### src/rtl/insight_tl_a_capture.sv
// Passive TileLink A-channel trace tap: filters whole messages by opcode and
// address window, tags every captured beat with its index inside the message
// and buffers the beats in a DEPTH-entry FIFO that the trace encoder drains.
module insight_tl_a_capture #(
    parameter int DATA_W = 64,
    parameter int ADDR_W = 32,
    parameter int SRC_W  = 3,
    parameter int SIZE_W = 4,
    parameter int DEPTH  = 8,
    parameter int BEAT_W = 8
) (
    input  logic                       clock,
    input  logic                       reset,
    input  logic                       tap_valid,
    input  logic                       tap_ready,
    input  logic [2:0]                 tap_opcode,
    input  logic [2:0]                 tap_param,
    input  logic [SIZE_W-1:0]          tap_size,
    input  logic [SRC_W-1:0]           tap_source,
    input  logic [ADDR_W-1:0]          tap_address,
    input  logic [DATA_W/8-1:0]        tap_mask,
    input  logic [DATA_W-1:0]          tap_data,
    input  logic                       tap_corrupt,
    input  logic                       cfg_enable,
    input  logic [7:0]                 cfg_opcode_en,
    input  logic [ADDR_W-1:0]          cfg_addr_base,
    input  logic [ADDR_W-1:0]          cfg_addr_mask,
    output logic                       rec_valid,
    input  logic                       rec_ready,
    output logic [2:0]                 rec_opcode,
    output logic [2:0]                 rec_param,
    output logic [SIZE_W-1:0]          rec_size,
    output logic [SRC_W-1:0]           rec_source,
    output logic [ADDR_W-1:0]          rec_address,
    output logic [BEAT_W-1:0]          rec_beat,
    output logic                       rec_last,
    output logic [DATA_W/8-1:0]        rec_mask,
    output logic [DATA_W-1:0]          rec_data,
    output logic                       rec_corrupt,
    output logic [15:0]                drop_count,
    output logic [$clog2(DEPTH):0]     occupancy
);

    localparam int MASK_W = DATA_W / 8;
    localparam int AW     = $clog2(DEPTH);
    localparam int LG     = $clog2(MASK_W);
    localparam int REC_W  = 3 + 3 + SIZE_W + SRC_W + ADDR_W + BEAT_W + 1 + MASK_W + DATA_W + 1;
    localparam logic [AW:0]  DEPTH_V = (AW + 1)'(DEPTH);
    localparam logic [31:0]  LG_V    = 32'(LG);

    typedef enum logic {IDLE, BURST} state_t;

    // Index of the final beat (N-1); only data-carrying opcodes 0..3 wider than a beat span several beats.
    function automatic logic [BEAT_W-1:0] last_index(input logic [2:0] op, input logic [SIZE_W-1:0] sz);
        logic [31:0] n;
        n = 32'd0;
        if (!op[2] && (32'(sz) > LG_V))
            n = (32'd1 << (32'(sz) - LG_V)) - 32'd1;
        return n[BEAT_W-1:0];
    endfunction

    // Saturating increment for the drop counter.
    function automatic logic [15:0] sat_inc16(input logic [15:0] v);
        return (v == 16'hFFFF) ? v : v + 16'd1;
    endfunction

    state_t              state, state_nxt;
    logic [BEAT_W-1:0]   beat_cnt, beat_cnt_nxt;
    logic                keep_q, keep_nxt;
    logic                hdr_load;

    logic [2:0]          hdr_opcode, hdr_param;
    logic [SIZE_W-1:0]   hdr_size;
    logic [SRC_W-1:0]    hdr_source;
    logic [ADDR_W-1:0]   hdr_address;
    logic [BEAT_W-1:0]   hdr_last_idx;

    logic                fire;
    logic [BEAT_W-1:0]   live_last_idx;
    logic                live_keep;

    logic                vld_p0;
    logic [2:0]          opcode_p0, param_p0;
    logic [SIZE_W-1:0]   size_p0;
    logic [SRC_W-1:0]    source_p0;
    logic [ADDR_W-1:0]   address_p0;
    logic [BEAT_W-1:0]   beat_p0;
    logic                last_p0;
    logic [REC_W-1:0]    rec_p0;

    logic [REC_W-1:0]    mem [DEPTH];
    logic [AW-1:0]       wr_ptr, rd_ptr;
    logic [AW:0]         occ;
    logic                pop, push_ok, drop;
    logic [REC_W-1:0]    head;

    assign fire          = tap_valid & tap_ready;
    assign live_last_idx = last_index(tap_opcode, tap_size);
    assign live_keep     = cfg_enable & cfg_opcode_en[tap_opcode]
                         & ((tap_address & cfg_addr_mask) == (cfg_addr_base & cfg_addr_mask));

    // Message tracker: first beats use live header and decide keep; burst beats reuse the latched header.
    always_comb begin
        state_nxt    = state;
        beat_cnt_nxt = beat_cnt;
        keep_nxt     = keep_q;
        hdr_load     = 1'b0;
        vld_p0       = 1'b0;
        opcode_p0    = tap_opcode;
        param_p0     = tap_param;
        size_p0      = tap_size;
        source_p0    = tap_source;
        address_p0   = tap_address;
        beat_p0      = '0;
        last_p0      = (live_last_idx == '0);
        case (state)
            IDLE: begin
                if (fire) begin
                    hdr_load = 1'b1;
                    keep_nxt = live_keep;
                    vld_p0   = live_keep;
                    if (live_last_idx != '0) begin
                        state_nxt    = BURST;
                        beat_cnt_nxt = BEAT_W'(1);
                    end
                end
            end
            BURST: begin
                opcode_p0  = hdr_opcode;
                param_p0   = hdr_param;
                size_p0    = hdr_size;
                source_p0  = hdr_source;
                address_p0 = hdr_address;
                beat_p0    = beat_cnt;
                last_p0    = (beat_cnt == hdr_last_idx);
                if (fire) begin
                    vld_p0 = keep_q;
                    if (last_p0) begin
                        state_nxt    = IDLE;
                        beat_cnt_nxt = '0;
                    end else begin
                        beat_cnt_nxt = beat_cnt + BEAT_W'(1);
                    end
                end
            end
            default: state_nxt = IDLE;
        endcase
    end

    assign rec_p0 = {opcode_p0, param_p0, size_p0, source_p0, address_p0,
                     beat_p0, last_p0, tap_mask, tap_data, tap_corrupt};

    // Tracker control state; reset aborts any burst in progress.
    always_ff @(posedge clock or posedge reset) begin
        if (reset) begin
            state    <= IDLE;
            beat_cnt <= '0;
            keep_q   <= 1'b0;
        end else begin
            state    <= state_nxt;
            beat_cnt <= beat_cnt_nxt;
            keep_q   <= keep_nxt;
        end
    end

    // Header latch of the first beat; only consulted while in BURST, so no reset needed.
    always_ff @(posedge clock) begin
        if (hdr_load) begin
            hdr_opcode   <= tap_opcode;
            hdr_param    <= tap_param;
            hdr_size     <= tap_size;
            hdr_source   <= tap_source;
            hdr_address  <= tap_address;
            hdr_last_idx <= live_last_idx;
        end
    end

    // ---- stage p0 -> FIFO: a full FIFO still accepts a beat when the head pops that cycle
    assign pop     = rec_valid & rec_ready;
    assign push_ok = vld_p0 & ((occ != DEPTH_V) | pop);
    assign drop    = vld_p0 & ~push_ok;

    // FIFO storage; when full, write and read share a slot, and the read sees the old entry.
    always_ff @(posedge clock) begin
        if (push_ok)
            mem[wr_ptr] <= rec_p0;
    end

    // FIFO pointers, occupancy and drop accounting.
    always_ff @(posedge clock or posedge reset) begin
        if (reset) begin
            wr_ptr     <= '0;
            rd_ptr     <= '0;
            occ        <= '0;
            drop_count <= '0;
        end else begin
            if (push_ok) wr_ptr <= wr_ptr + AW'(1);
            if (pop)     rd_ptr <= rd_ptr + AW'(1);
            case ({push_ok, pop})
                2'b10:   occ <= occ + (AW + 1)'(1);
                2'b01:   occ <= occ - (AW + 1)'(1);
                default: occ <= occ;
            endcase
            if (drop) drop_count <= sat_inc16(drop_count);
        end
    end

    assign rec_valid = (occ != '0);
    assign occupancy = occ;
    // Head is forced to zero when empty so stale storage never shows on the outputs.
    assign head      = rec_valid ? mem[rd_ptr] : '0;
    assign {rec_opcode, rec_param, rec_size, rec_source, rec_address,
            rec_beat, rec_last, rec_mask, rec_data, rec_corrupt} = head;

endmodule
### config.mk
export PLATFORM = sky130hd
export DESIGN_NAME = insight_tl_a_capture
export DESIGN_NICKNAME = d
export VERILOG_FILES = /design/src/rtl/insight_tl_a_capture.sv
export SDC_FILE = /design/constraint.sdc
export NUM_CORES = 1
export LEC_CHECK = 0
export BUFFER_PORTS_ARGS = -buffer_cell sky130_fd_sc_hd__clkbuf_2
export CAP_MARGIN = 40
export CELL_PAD_IN_SITES_DETAIL_PLACEMENT = 1
export CELL_PAD_IN_SITES_GLOBAL_PLACEMENT = 2
export CORE_MARGIN = 3
export CORE_UTILIZATION = 47
export CTS_CLUSTER_SIZE = 16
export DETAILED_ROUTE_END_ITERATION = 6
export HOLD_SLACK_MARGIN = 0.02
export PLACE_DENSITY_LB_ADDON = 0.1
export SLEW_MARGIN = 20
export SYNTH_ARGS = -nofsm -noshare
export SYNTH_HDL_FRONTEND = slang
export SYNTH_SLANG_ARGS = --single-unit
### constraint.sdc
create_clock -name clock -period 22 [get_ports clock]
set_input_delay 6.6 -clock clock [delete_from_list [all_inputs] [get_ports clock]]
set_output_delay 6.6 -clock clock [all_outputs]
set_load 0.01 [all_outputs]
==> results_dict.tcl <==
set metrics [dict create \
    hpwlAfterDp_um 60400 \
    viasPerCell 5.75 \
    cts_num_sinks 1105 \
    dp.cells 3493 \
    synth_cells 2032 \
    synth_area_leaders "edfxtp_1 74%, mux4_2 13%, mux2i_1 3.0%" \
    fin_crit_ns 11.07 \
    antenna_found_initial 6 \
    startpoint_type "input pin" \
    layout-drive-gt1-share 0.353 \
    fin_util 0.559 \
    endpoint_kind "flop" \
    final_antenna_net_count 0 \
    cts_max_path_buffers 3 \
    cp_num_cells 12 \
    grt_pass1_wl_um 154000 \
    cp.buffers_inverters 4 \
    setup_violations 0 \
    grt_pass1_vias 23476 \
    hold_viol 0 \
    hold_ws_ns 0.498 \
    drc 0 \
    drt_iter0_drc 1836 \
    worst_slew_pin_slew_ns 1.05 \
    vias 21319 \
    final_nets 2638 \
    yosys.cell_count.top_type "edfxtp_1" \
    yosysTopAreaCellShare 0.740 \
    setup_tns_ns 0 \
    netlist_area_mm2 0.0434 \
    yosysSeqAreaShare 0.761 \
    post_cts_buffers 0 \
    syn_to_final_growth_pct 16.8 \
    yosysTopAreaCell "edfxtp_1" \
    cp_top_family "simple AND/OR/NAND/NOR gates" \
    netlist-cell-type-count 61 \
    synth_common_cells "1069 x edfxtp_1, 256 x mux4_2, 143 x nor2_1, 129 x mux2i_1, 52 x clkbuf_1" \
    cts.repair.resized 0 \
    fin_skew_ns 0.0166 \
    cts_root_buf "clkbuf_16" \
    setup.worst_path.class "in2reg" \
    rrSetupSlack_ns 16.94 \
    cts.clk_slew.worst_paths_ns 0.06 \
    syn_avg_cell_area_um2 21.3 \
    syn_nets 2237 \
    start_util 0.478 \
    htree_num_levels 3 \
    crit_slowest_cell "and4b_4" \
    async_flop_share 0.0326 \
    rows 110 \
    gp_congestion 0.764 \
    ir_worst_vdd_v 0.0000971 \
    postCtsHoldBufs 0 \
    drt_wl_total_um 103000 \
    crit_fanout 35 \
    worstPathRequired_ns 22.35 \
    dr.pass1.iters 5 \
    r2r_cells 10 \
    final_area_mm2 0.0507 \
    timing.final.crit_share 0.503 \
    track_usage 0.217 \
    status "complete, no violations" \
    crit_path_end "mem[3][45]" \
    crit-reg2reg-capture "mem[3][45]" \
    grt_max_degree 128 \
    p_leak_nw 17.3 \
    slew_headroom 0.301 \
    cellPowerDensity_mw_per_mm2 120 \
    crit_top_cell "buf_4" \
    tritoncts "yes" \
    place_ws_ns 10.22 \
    hp-class "reg2reg" \
    die_x_um 310 \
    wl_per_cell_um 27.8 \
    ios 344 \
    die_height_um 310 \
    fin_cells 3710 \
    synth_edf_count 1069 \
    regToRegStartpoint "state" \
    design.core.area_mm2 0.0907 \
    design.die.area_mm2 0.0960 \
    power_mw 6.06 \
    ys_warn_count 0 \
    final.setup.worst_slack_ns 10.93 \
    slew_viol_final 0 \
    crit_chain "clkbuf_2 > xor2_1 > a22oi_1 > nand4_1 > a2111oi_2 > nand4_2 > and2_4 > nor2_4 > and4b_4 > buf_4 > buf_4 > buf_16" \
    ys_ff_latch 1105 \
    fill_cells 7869 \
    ys.flop_type "edfxtp_1" \
    drv_cap 0 \
    worstPathArrival_ns 11.41 \
    grt.overflow.total 0 \
    setup.worst_path.start "tap_address[12]" \
    clock_latency_ns 0.67 \
    placed_area_mm2 0.0469 \
    clock.fmax_mhz 90.4 \
    cts_buffers 113 \
    max_stage_delay_ns 0.79 \
    port_buffers 343 \
    rsz0062_at_grt "false" \
]
report_power, final:
part           leakage [nW]  switching [mW]  internal [mW]
clock network          1.82           0.783           1.13
registers              10.1          0.0673           2.37
logic                  5.43           0.937          0.772
how the worst min path moves through the flow:
stage                             start             to  slack (ns)  cells after the start
after floorplan                  keep_q         keep_q        0.47                      2
after global placement    drop_count[4]  drop_count[4]        0.48                      1
after detailed placement  drop_count[4]  drop_count[4]        0.49                      1
after CTS                 drop_count[4]  drop_count[4]        0.50                      1
after global routing      drop_count[4]  drop_count[4]        0.53                      1
final                     drop_count[4]  drop_count[4]        0.50                      1
metal layers:
layer	share of wire	wire, um	GRT usage
met4	0.019	1970	0.0550
met2	0.50	51700	0.361
met3	0.054	5550	0.0371
met5	0.00036	37	0
met1	0.43	43900	0.303
cell type report:
| cell class | instances | area, um2 | share of cell area |
|---|---|---|---|
| Antenna cell | 4 | 10.0 | 0.000198 |
| Tap cell | 1176 | 1470 | 0.0290 |
| Sequential cell | 1105 | 33000 | 0.652 |
| Inverter | 12 | 45.0 | 0.000889 |
| Clock buffer | 140 | 3010 | 0.0595 |
| Clock inverter | 72 | 716 | 0.0141 |
| Multi-Input combinational cell | 814 | 10000 | 0.198 |
| Timing Repair Buffer | 387 | 2380 | 0.0471 |
logic make-up (layout without fill, tap and decap cells):
| kind of cell | after synthesis | count (layout) | share of synthesized area |
|---|---|---|---|
| buffers and inverters | 113 | 611 | 0.0104 |
| and+or+nand+nor | 247 | 247 | 0.0280 |
| AOI/OAI and AO/OA | 59 | 59 | 0.00943 |
| adders and majority gates | 9 | 9 | 0.00277 |
| other | 0 | 4 | 0 |
| xor gates and xnor gates | 65 | 65 | 0.0131 |
| muxes | 434 | 434 | 0.175 |
| DFF | 1105 | 1105 | 0.761 |
cells in the final DEF, fill, tap and decap left out, types with 23 or more instances in the layout:
cell	n
xor2_1	49
clkinv_1	24
clkinv_2	23
mux4_2	256
clkbuf_1	23
edfxtp_1	1069
clkbuf_16	117
mux2i_1	129
buf_4	23
dfrtp_1	32
clkbuf_2	343
mux2_2	49
nor2_1	142
registers in the layout (all words and copies together), names as in the netlist:
| signal | flops |
|---|---|
| hdr_source | 3 |
| hdr_last_idx | 8 |
| rd_ptr | 3 |
| keep_q | 1 |
| hdr_size | 4 |
| state | 1 |
| occupancy | 4 |
| hdr_opcode | 3 |
| hdr_address | 32 |
| wr_ptr | 3 |
| mem | 1016 |
| hdr_param | 3 |
| drop_count | 16 |
| beat_cnt | 8 |
Power figures use the tool's default switching activity.
